===== config.mk =====
export PLATFORM = sky130hd
export DESIGN_NAME = qpu_itcm_fetch_responder
export DESIGN_NICKNAME = d
export VERILOG_FILES = /design/src/rtl/qpu_itcm_fetch_responder.sv
export SDC_FILE = /design/constraint.sdc
export NUM_CORES = 1
export LEC_CHECK = 0
export ABC_AREA = 0
export CAP_MARGIN = 20
export CELL_PAD_IN_SITES_DETAIL_PLACEMENT = 0
export CELL_PAD_IN_SITES_GLOBAL_PLACEMENT = 2
export CORE_MARGIN = 5
export CORE_UTILIZATION = 17
export CTS_CLUSTER_DIAMETER = 120
export CTS_CLUSTER_SIZE = 12
export DETAILED_ROUTE_END_ITERATION = 8
export PLACE_DENSITY_LB_ADDON = 0.1
export SYNTH_ARGS = -nofsm -noshare
export SYNTH_HDL_FRONTEND = slang
export SYNTH_SLANG_ARGS = --single-unit

===== constraint.sdc =====
create_clock -name clk -period 1.75 [get_ports clk]
set_input_delay 0.175 -clock clk [delete_from_list [all_inputs] [get_ports clk]]
set_output_delay 0.175 -clock clk [all_outputs]
set_load 0.02 [all_outputs]

===== src/rtl/qpu_itcm_fetch_responder.sv =====
// Responder for the IFU instruction-fetch protocol in front of a 1-cycle-latency ITCM, plus host load port.
// Optional performance counters are enabled by defining QPU_ITCM_PERF_CNT_EN.
module qpu_itcm_fetch_responder #(
  parameter int          PC_W      = 32,
  parameter int          INSTR_W   = 32,
  parameter int          DEPTH     = 1024,
  parameter logic [31:0] BASE_ADDR = 32'h0,
  localparam int         AW        = $clog2(DEPTH)
) (
  input  logic               clk,
  input  logic               rst,
  input  logic               ifu_req_valid,
  output logic               ifu_req_ready,
  input  logic [PC_W-1:0]    ifu_req_pc,
  input  logic               ifu_req_seq,
  output logic               ifu_rsp_valid,
  input  logic               ifu_rsp_ready,
  output logic [INSTR_W-1:0] ifu_rsp_instr,
  output logic               ifu_rsp_err,
  input  logic               ld_valid,
  output logic               ld_ready,
  input  logic [AW-1:0]      ld_addr,
  input  logic [INSTR_W-1:0] ld_data,
  output logic               ram_cs,
  output logic               ram_we,
  output logic [AW-1:0]      ram_addr,
  output logic [INSTR_W-1:0] ram_wdata,
  input  logic [INSTR_W-1:0] ram_rdata
`ifdef QPU_ITCM_PERF_CNT_EN
  ,
  output logic [31:0]        perf_req_cnt,
  output logic [31:0]        perf_seq_cnt,
  output logic [31:0]        perf_stall_cnt,
  output logic [31:0]        perf_err_cnt
`endif
);

  localparam logic [PC_W-1:0] BASE_PC = PC_W'(BASE_ADDR);

  typedef enum logic [1:0] {
    IDLE = 2'd0,
    RSP  = 2'd1,
    HOLD = 2'd2
  } state_t;

  state_t             state;
  logic               err_q;
  logic [INSTR_W-1:0] hold_q;

  logic               req_hsk;
  logic               ld_hsk;
  logic               fault;
  logic [PC_W:0]      pc_off;
  logic [PC_W-1:0]    word;
  logic [2:0]         unused_bits;

  // The extra top bit of the subtraction is the borrow, i.e. pc below the ITCM base.
  assign pc_off  = {1'b0, ifu_req_pc} - {1'b0, BASE_PC};
  assign word    = {2'b00, pc_off[PC_W-1:2]};
  assign fault   = (ifu_req_pc[1:0] != 2'b00) | pc_off[PC_W] | (word >= PC_W'(DEPTH));

  assign ifu_req_ready = (state == IDLE) | ifu_rsp_ready;
  assign req_hsk       = ifu_req_valid & ifu_req_ready;
  assign ld_ready      = ~(ifu_req_valid & ifu_req_ready);
  assign ld_hsk        = ld_valid & ld_ready;

  assign unused_bits   = {ifu_req_seq, pc_off[1:0]};

  // Fetch and load are mutually exclusive because a fetch handshake deasserts ld_ready.
  always_comb begin
    ram_cs    = 1'b0;
    ram_we    = 1'b0;
    ram_addr  = '0;
    ram_wdata = '0;
    if (req_hsk && !fault) begin
      ram_cs   = 1'b1;
      ram_addr = word[AW-1:0];
    end else if (ld_hsk) begin
      ram_cs    = 1'b1;
      ram_we    = 1'b1;
      ram_addr  = ld_addr;
      ram_wdata = ld_data;
    end
  end

  assign ifu_rsp_valid = (state != IDLE);
  assign ifu_rsp_err   = (state != IDLE) & err_q;

  always_comb begin
    ifu_rsp_instr = '0;
    case (state)
      RSP:     ifu_rsp_instr = err_q ? '0 : ram_rdata;
      HOLD:    ifu_rsp_instr = hold_q;
      default: ifu_rsp_instr = '0;
    endcase
  end

  // A stalled RSP must snapshot the SRAM output, since a load may overwrite the array next cycle.
  always_ff @(posedge clk or posedge rst) begin
    if (rst) begin
      state  <= IDLE;
      err_q  <= 1'b0;
      hold_q <= '0;
    end else if (ifu_req_ready) begin
      if (req_hsk) begin
        state <= RSP;
        err_q <= fault;
      end else begin
        state <= IDLE;
        err_q <= 1'b0;
      end
    end else if (state == RSP) begin
      hold_q <= err_q ? '0 : ram_rdata;
      state  <= HOLD;
    end
  end

`ifdef QPU_ITCM_PERF_CNT_EN
  function automatic logic [31:0] sat_inc(input logic [31:0] v);
    return (v == 32'hFFFF_FFFF) ? v : v + 32'd1;
  endfunction

  always_ff @(posedge clk or posedge rst) begin
    if (rst) begin
      perf_req_cnt   <= '0;
      perf_seq_cnt   <= '0;
      perf_stall_cnt <= '0;
      perf_err_cnt   <= '0;
    end else begin
      if (req_hsk)                        perf_req_cnt   <= sat_inc(perf_req_cnt);
      if (req_hsk && ifu_req_seq)         perf_seq_cnt   <= sat_inc(perf_seq_cnt);
      if (ifu_rsp_valid && !ifu_rsp_ready) perf_stall_cnt <= sat_inc(perf_stall_cnt);
      if (req_hsk && fault)               perf_err_cnt   <= sat_inc(perf_err_cnt);
    end
  end
`endif

endmodule


=== After elaboration in Yosys (flattened, before gate mapping) ===
Index checks and enable logic that the tools add are counted.

* Order comparisons: 1
* Equality and inequality tests: 2
* Muxes and demuxes: 13
* Bitwise logic cells: 7
* Reduce and logical (&&, ||, !) cells: 7

{| class="wikitable"
|+ Operators by type and width
! cell !! count
|-
| $mux 32 || 3
|-
| $pmux 32 s2 || 1
|-
| $ge 30x11->1 const B || 1
|-
| $mux 10 || 2
|-
| $reduce_bool 2->1 || 3
|-
| $mux 1 || 5
|-
| $mux 2 || 2
|-
| $and 1x1->1 || 3
|-
| $eq 2x1->1 const B || 1
|-
| $eq 2x2->1 const B || 1
|-
| $logic_not 2->1 || 1
|-
| $not 1->1 || 2
|-
| $or 1x1->1 || 2
|-
| $reduce_and 2->1 || 1
|-
| $logic_and 1x1->1 || 1
|-
| $logic_not 1->1 || 1
|}

* Register bits after elaboration: 35
* Input bits: 112
* Word-level logic and storage cells: 33

=== Longest topological paths before layout ===
Gate-level depths: netlist of the first run.

* Word-level depth: 7
* Depth in mapped cells: 7

=== Worst setup path after synthesis of the first run ===
Ideal clock, no wire load.

* Path type: register to output
* From: register state[0]
* To: output port ram_cs
* Arrival: 1511 ps
* Path slack: 64 ps
* Stages on the path, launching flop included: 7
* Path through: dfrtp_1 -> inv_1 -> ha_1 -> o21a_1 -> inv_2 -> buf_2 -> o31ai_2

* Word-level cells in the longest chain between the ends: 7
* Elaborated cells on any way between the ends: 8

{| class="wikitable"
|+ RTL lines
! what !! RTL line !! text
|-
| start: declaration || 46 || <nowiki>state_t state;</nowiki>
|-
| start signal: assignment || 101 || <nowiki>state <= IDLE;</nowiki>
|-
| start signal: assignment || 106 || <nowiki>state <= RSP;</nowiki>
|-
| start signal: assignment || 109 || <nowiki>state <= IDLE;</nowiki>
|-
| $logic_not 2->1 || 62 || <nowiki>assign ifu_req_ready = (state == IDLE) | ifu_rsp_ready;</nowiki>
|-
| $or 1x1->1 || 62 ||
|-
| $and 1x1->1 || 64 || <nowiki>assign ld_ready = ~(ifu_req_valid & ifu_req_ready);</nowiki>
|-
| $not 1->1 || 64 ||
|-
| via ld_ready || 21 || <nowiki>output logic ld_ready,</nowiki>
|-
| $and 1x1->1 || 65 || <nowiki>assign ld_hsk = ld_valid & ld_ready;</nowiki>
|-
| $mux 1 || 78 || <nowiki>end else if (ld_hsk) begin</nowiki>
|-
| $mux 1 || 75 || <nowiki>if (req_hsk && !fault) begin</nowiki>
|-
| end: declaration || 24 || <nowiki>output logic ram_cs,</nowiki>
|}

The timed path passes the listed nets, and every way through them passes these cells.

=== Worst setup path in the final report of the first run ===
* From: register state[1]
* To: output port ram_wdata[13]

* Word-level cells in the longest chain between the ends: 7
* Elaborated cells on any way between the ends: 8

{| class="wikitable"
|+ RTL lines
! what !! RTL line !! text
|-
| $logic_not 2->1 (*) || 62 ||
|-
| $or 1x1->1 (*) || 62 ||
|-
| $and 1x1->1 (*) || 63, 64 ||
|-
| $not 1->1 || 64 ||
|-
| $and 1x1->1 || 65 ||
|-
| $mux 32 || 78 ||
|-
| $mux 32 (*) || 75 ||
|-
| end: declaration || 27 || <nowiki>output logic [INSTR_W-1:0] ram_wdata,</nowiki>
|}

Mark *: on every way between the ends. The rest lies on a longest branch, timed or not.

==> impl_metrics.py, run 1 <==
metrics = {
    "run_status": {
        "outcome": "complete, but fails checks",
        "violations": "setup timing",
    },
    "pwr": {
        "ir_drop_uv": 374,
        "power.total_mw": 3.98,
        "powerDensity_mw_per_mm2": 656,
        "power_leakage_nw": 2.52,
    },
    "global_routing": {
        "first_global_vias": 3470,
        "grt_start_max_net_pins": 26,
        "grt_pass1_wl_um": 18600,
        "antenna_found_initial": 0,
        "grt.total_usage_pct": 12.9,
        "grt_overflow": 0,
    },
    "timing": {
        "hold_violations": 0,
        "finalSetupViolCount": 108,
        "slew_violations": 0,
        "worstMarginPinSlew_ns": 0.554,
        "grt_setup_unrepaired": "true",
        "max_freq_ghz": 0.518,
        "setup_slack_ns": -0.182,
        "fin_crit_sh_pct": 110,
        "skew_ns": 0.00513,
        "relSlewSlack_pct": 62.8,
        "period_needed_ns": 1.93,
    },
    "synth": {
        "synth_ff_type": "dfrtp_1",
        "synth_top_family_by_area": "simple AND/OR/NAND/NOR gates",
        "synth-simple-area-share_pct": 31.8,
        "synth-edff-count": 0,
        "synthXorXnorAreaFrac_pct": 0,
        "synth_area_sq_mm": 0.00259,
        "async_flop_share_pct": 100,
        "yosysUniqueCellTypes": 30,
        "synthAdderAreaFrac_pct": 1.45,
        "synth_compound_area_share_pct": 24.8,
        "seq_area_frac_synth_pct": 33.9,
        "synthesis.nets": 429,
        "yosys_warnings": 0,
        "synth_area_per_cell_sq_um": 8.24,
        "ys_seq_elements": 35,
        "muxShareOfSynthArea_pct": 0,
        "synth_cells": 314,
    },
    "critical_path": {
        "critPathMaxFanout": 8,
        "reg2reg_to": "hold_q[16]$_DFFE_PP0P_",
        "start_kind": "flop",
        "critical_path_class": "flop to output port",
        "reg2regPathDepth": 10,
        "reg2reg_slack_ns": -0.17,
        "worstPathArrival_ns": 1.76,
        "required_ns": 1.57,
        "crit_path_end_kind": "output port",
        "r2r_start": "state[1]$_DFFE_PP0P_",
    },
    "floorplan": {
        "floorplan.initialDensity_pct": 17.1,
        "top_level_ports": 192,
        "die_w_um": 133,
        "die_h_um": 133,
        "die-area_sq_mm": 0.0178,
        "design.core.area_sq_mm": 0.0151,
        "fp-row-count": 45,
    },
    "placement": {
        "place_ws_ns": -0.490,
        "portBuffers": 190,
        "gp_routability_congestion": 0.753,
        "dpl.hpwl_um": 8460,
    },
    "worst_hold_path": {
        "hp-class": "primary input to async pin",
    },
    "detailed_routing": {
        "via_count": 3298,
        "drc_errors": 0,
        "avgViaCountPerCell": 4.52,
        "dr.pass1.iters": 4,
        "wl_per_cell_um": 17.4,
        "initialDrtViolationCount": 124,
        "drt_wl_total_um": 12700,
        "ant_nets": 0,
    },
    "finish": {
        "diodes": 0,
        "final_nets": 656,
        "area_growth_pct": 134,
        "drive_gt1_share_pct": 50.0,
        "nFillCells": 1520,
    },
    "clock_network": {
        "h-tree-depth": 2,
        "clockBufferDepth": 2,
        "clk-insertion-delay-late_ns": 0.28,
        "cts_hold_buf": 0,
        "cts_tree": "yes",
        "cts_made_buffers": 5,
        "clk_pin_slew_ns": 0.06,
        "cts-root-buf": "clkbuf_16",
        "clock_sinks": 35,
    },
    "job": {
        "max_cap_violations": 0,
    },
}
==> repair_timing <==
item,in CTS,in global routing
setup endpoints to repair,112,109
pin swaps,40,33
gates resized for setup,488,68
cloned,8,9
hold endpoints to repair,0,0
buffers inserted,11,4
==> worst max-delay path, stage by stage (launching register included) <==
cell and delay (ns):
dfrtp_1 0.36, inv_2 0.06, ha_4 0.17, o21a_4 0.24, inv_8 0.08, buf_12 0.13, clkbuf_16 0.15, and3_4 0.18
buf_6 0.11
==> worst max-delay path by stage <==
stage          slack [ns]            startpoint                to
5_1_grt             -0.23  state[0]$_DFFE_PP0P_     ram_wdata[20]
3_3_place_gp        -0.49        ifu_req_pc[22]            ram_cs
4_1_cts             -0.18  state[1]$_DFFE_PP0P_  ifu_rsp_instr[9]
6_report            -0.18  state[1]$_DFFE_PP0P_     ram_wdata[13]
3_5_place_dp        -0.49        ifu_req_pc[31]            ram_cs
2_1_floorplan        0.06  state[0]$_DFFE_PP0P_            ram_cs
==> registers in the layout, summed over array words and instances, names as in the netlist <==
signal and cells:
hold_q 32, err_q 1, state 2
==> layer usage <==
layer	vias up	global-route usage, %	wire (um)
li1	1587	-	-
met1	1537	15.0	5100
met2	162	21.9	6050
met3	12	5.55	1410
met4	0	3.26	176
met5	-	0	0
==> cells by family (layout without fill, tap and decap cells) <==
group | Yosys count | in the layout
buffers and inverters | 39 | 267
AND/OR/NAND/NOR | 158 | 158
AO/OA/AOI/OAI | 79 | 79
flip-flops | 35 | 35
adder cells (fa/ha/maj) | 3 | 3
==> stage by stage <==
step	setup TNS, ns	utilization [%]	hold WS, ns	instance area [sq um]	instances
6_report	-14.30	40.2	0.224	6060	730
5_1_grt	-20.63	40.2	0.274	6060	730
4_1_cts	-12.54	37.2	0.255	5610	721
3_5_place_dp	-32.17	32.4	0.466	4880	694
3_3_place_gp	-30.98	32.4	0.460	4880	694
2_1_floorplan	0	-	0.320	2590	314
==> report_power, final <==
part | total [mW] | internal, mW | switching, mW | leakage (nW)
logic | 1.91 | 1.05 | 0.858 | 1.97
clock network | 0.941 | 0.606 | 0.335 | 0.0772
registers | 1.13 | 0.998 | 0.130 | 0.465
total | 3.98 | 2.65 | 1.32 | 2.52
==> cell usage after synthesis (5+ instances only) <==
library cell  number  area (sq um)
a22oi_1           15           113
a32oi_1           17           149
and3_1            32           200
buf_2              9          45.0
buf_6              7          78.8
clkbuf_1          16          60.1
dfrtp_1           35           876
nand2_1           66           248
nand4_1           11          68.8
nor2_1             5          18.8
nor2b_1           32           200
o21ai_0            5          25.0
o21ai_2           28           245
o2bb2ai_1          6          52.6
==> cell type report <==
type	instances	area, sq um	area share (%)
clock buffer	8	156	2.58
tap	188	235	3.88
timing repair buffer	252	2780	45.8
sequential	35	876	14.4
multi-input combinational	240	1970	32.5
inverter	7	46.3	0.764
==> layout by cell type, fill, tap and decap left out, types with 5 or more instances in the layout <==
cell type,n
and3_4,32
nand2_2,22
o21ai_2,33
buf_6,50
nand4_1,11
clkdlybuf4s50_1,110
a22oi_1,12
clkbuf_16,13
o2bb2ai_2,5
nor2b_1,32
buf_2,16
dfrtp_1,35
a32oi_2,11
a32oi_1,6
buf_16,6
nand2_1,43
nor2_1,5
buf_12,14
buf_4,42
Note: power is estimated with default switching activity, not from simulation.
==> run 2, diff against run 1 <==
--- a/config.mk
+++ b/config.mk
@@ -15,6 +15,7 @@
 export CTS_CLUSTER_SIZE = 12
 export DETAILED_ROUTE_END_ITERATION = 8
 export PLACE_DENSITY_LB_ADDON = 0.1
+export RECOVER_POWER = 25
 export SYNTH_ARGS = -nofsm -noshare
 export SYNTH_HDL_FRONTEND = slang
 export SYNTH_SLANG_ARGS = --single-unit
==> run 2 against run 1 <==
- the flow still finishes with violations (setup timing)
- final cell count unchanged
- register-to-register slack about the same
- clock power about the same
- total power about the same
- sequential share of layout area unchanged
- die area unchanged
- wire length unchanged
- design area unchanged
- clock-buffer cell count unchanged
- non-clock buffer count unchanged
- flip-flop and latch count unchanged
- worst setup slack unchanged
- critical path type unchanged
==> impl_metrics.py, run 2 (synthesis gave the netlist of run 1 again) <==
metrics = {
    "run_status": {
        "outcome": "complete, but fails checks",
        "violations": "setup timing",
    },
    "floorplan": {
        "fp-row-count": 45,
        "top_level_ports": 192,
        "die_h_um": 133,
        "die-area_sq_mm": 0.0178,
        "floorplan.initialDensity_pct": 17.1,
        "design.core.area_sq_mm": 0.0151,
        "die_w_um": 133,
    },
    "global_routing": {
        "grt_overflow": 0,
        "grt_pass1_wl_um": 18600,
        "first_global_vias": 3470,
        "antenna_found_initial": 0,
        "grt_start_max_net_pins": 26,
        "grt.total_usage_pct": 12.9,
    },
    "placement": {
        "gp_routability_congestion": 0.753,
        "dpl.hpwl_um": 8460,
        "portBuffers": 190,
    },
    "clock_network": {
        "cts_hold_buf": 0,
        "clockBufferDepth": 2,
        "clk-insertion-delay-late_ns": 0.28,
        "cts_made_buffers": 5,
        "h-tree-depth": 2,
        "cts-root-buf": "clkbuf_16",
        "clock_sinks": 35,
        "cts_tree": "yes",
        "clk_pin_slew_ns": 0.06,
    },
    "detailed_routing": {
        "avgViaCountPerCell": 4.52,
        "via_count": 3298,
        "dr.pass1.iters": 4,
        "wl_per_cell_um": 17.4,
        "drc_errors": 0,
        "drt_wl_total_um": 12700,
        "initialDrtViolationCount": 124,
        "ant_nets": 0,
    },
    "finish": {
        "largest_reg_flops": 32,
        "final-seq-area_sq_um": 876,
        "diodes": 0,
        "final_common_cell": "clkdlybuf4s50_1",
        "final_nets": 656,
        "multi_input_area_sq_mm": 0.00197,
        "top_register": "hold_q",
        "final_core_util_pct": 40.2,
        "layout_common_cells": "109 x clkdlybuf4s50_1, 50 x buf_6, 43 x nand2_1",
        "area_growth_pct": 134,
        "drive_gt1_share_pct": 50.0,
        "reg_top3": "hold_q x32, state x2, err_q x1",
        "nFillCells": 1520,
    },
    "critical_path": {
        "crit_buf_inv": 5,
        "r2r_start": "state[1]$_DFFE_PP0P_",
        "path_cells": "inv_2, ha_4, o21a_4, inv_8, buf_12, clkbuf_16, and3_4, buf_6",
        "critical-path-top-delay-family": "buffers and inverters",
        "cp-startpoint": "state[1]$_DFFE_PP0P_",
        "cpPeakStageDelay_ns": 0.36,
        "cp_slowest_cell": "dfrtp_1",
        "worstPathArrival_ns": 1.76,
        "start_kind": "flop",
        "critical_path_class": "flop to output port",
        "required_ns": 1.57,
        "crit_path_end_kind": "output port",
        "critPathMaxFanout": 8,
    },
    "timing": {
        "worstMarginPinSlew_ns": 0.554,
        "finalSetupViolCount": 108,
        "skew_ns": 0.00513,
        "fin_crit_sh_pct": 110,
        "holdWs_ns": 0.353,
        "relSlewSlack_pct": 62.8,
        "hold_violations": 0,
        "period_needed_ns": 1.93,
        "slew_violations": 0,
        "fin_tns_setup_ns": -14.30,
        "grt_setup_unrepaired": "true",
        "max_freq_ghz": 0.518,
        "setup_slack_ns": -0.182,
    },
    "pwr": {
        "powerDensity_mw_per_mm2": 656,
        "ir_drop_uv": 374,
        "power_leakage_nw": 2.52,
    },
    "job": {
        "max_cap_violations": 0,
    },
    "worst_hold_path": {
        "hp-class": "primary input to async pin",
    },
}
## run 2: final timing paths
| kind | endpoint | slack, ns | cells past startpoint |
|---|---|---|---|
| max in group asynchronous | hold_q[30]$_DFFE_PP0P_ | 0.92 | 3 |
| setup / recovery | ram_wdata[13] | -0.18 | 8 |
| hold reg to reg | hold_q[16]$_DFFE_PP0P_ | 0.48 | 2 |
| setup reg to reg | hold_q[16]$_DFFE_PP0P_ | -0.17 | 10 |
| hold / removal | hold_q[7]$_DFFE_PP0P_ | 0.35 | 2 |
| min in group clk | hold_q[16]$_DFFE_PP0P_ | 0.48 | 2 |
## run 2: stage by stage
stage | total power, mW | worst slack [ns] | cell area [sq um] | cells
3_3_place_gp | 2.57 | -0.495 | 4880 | 694
6_report | 3.98 | -0.182 | 6060 | 730
4_1_cts | 3.85 | -0.184 | 5610 | 721
3_5_place_dp | 2.58 | -0.490 | 4880 | 694
2_1_floorplan | 1.83 | 0.0638 | 2590 | 314
5_1_grt | 4.20 | -0.235 | 6060 | 730
## run 2: timing repair
item                                    CTS  global route
endpoints found under the setup margin  112           109
resized for setup                       488            68
pin swaps                                40            33
buffers inserted                         11             4
cloned                                    8             9
## run 2: layout make-up
cell class              instances  area share [%]
well taps                     188            3.88
multi-input cells             240            32.5
clock buffers                   8            2.58
flip-flops and latches         35            14.4
repair buffers                252            45.8
inverters                       7           0.764
## run 2: worst register-to-register path, cell delays in order (launching register included)
cell and delay [ns]:
dfrtp_1 0.38, inv_2 0.09, buf_4 0.12, ha_4 0.14, buf_8 0.10, buf_4 0.11
or3b_4 0.41, buf_8 0.17, clkbuf_16 0.16, nand2_1 0.08, o21ai_2 0.05
## run 2: per-layer routing
| metal | vias to the layer above | part of all wire (%) | global-route usage (%) | wire length [um] |
|---|---|---|---|---|
| li1 | 1587 | - | - | - |
| met1 | 1537 | 40 | 15.0 | 5100 |
| met2 | 162 | 48 | 21.9 | 6050 |
| met3 | 12 | 11 | 5.55 | 1410 |
| met4 | 0 | 1.4 | 3.26 | 176 |
| met5 | - | 0 | 0 | 0 |
## run 2: where the power goes
part           internal, mW  leakage (nW)  switching (mW)
sequential            0.998         0.465           0.130
combinational          1.05          1.97           0.858
clock                 0.606        0.0772           0.335
total                  2.65          2.52            1.32
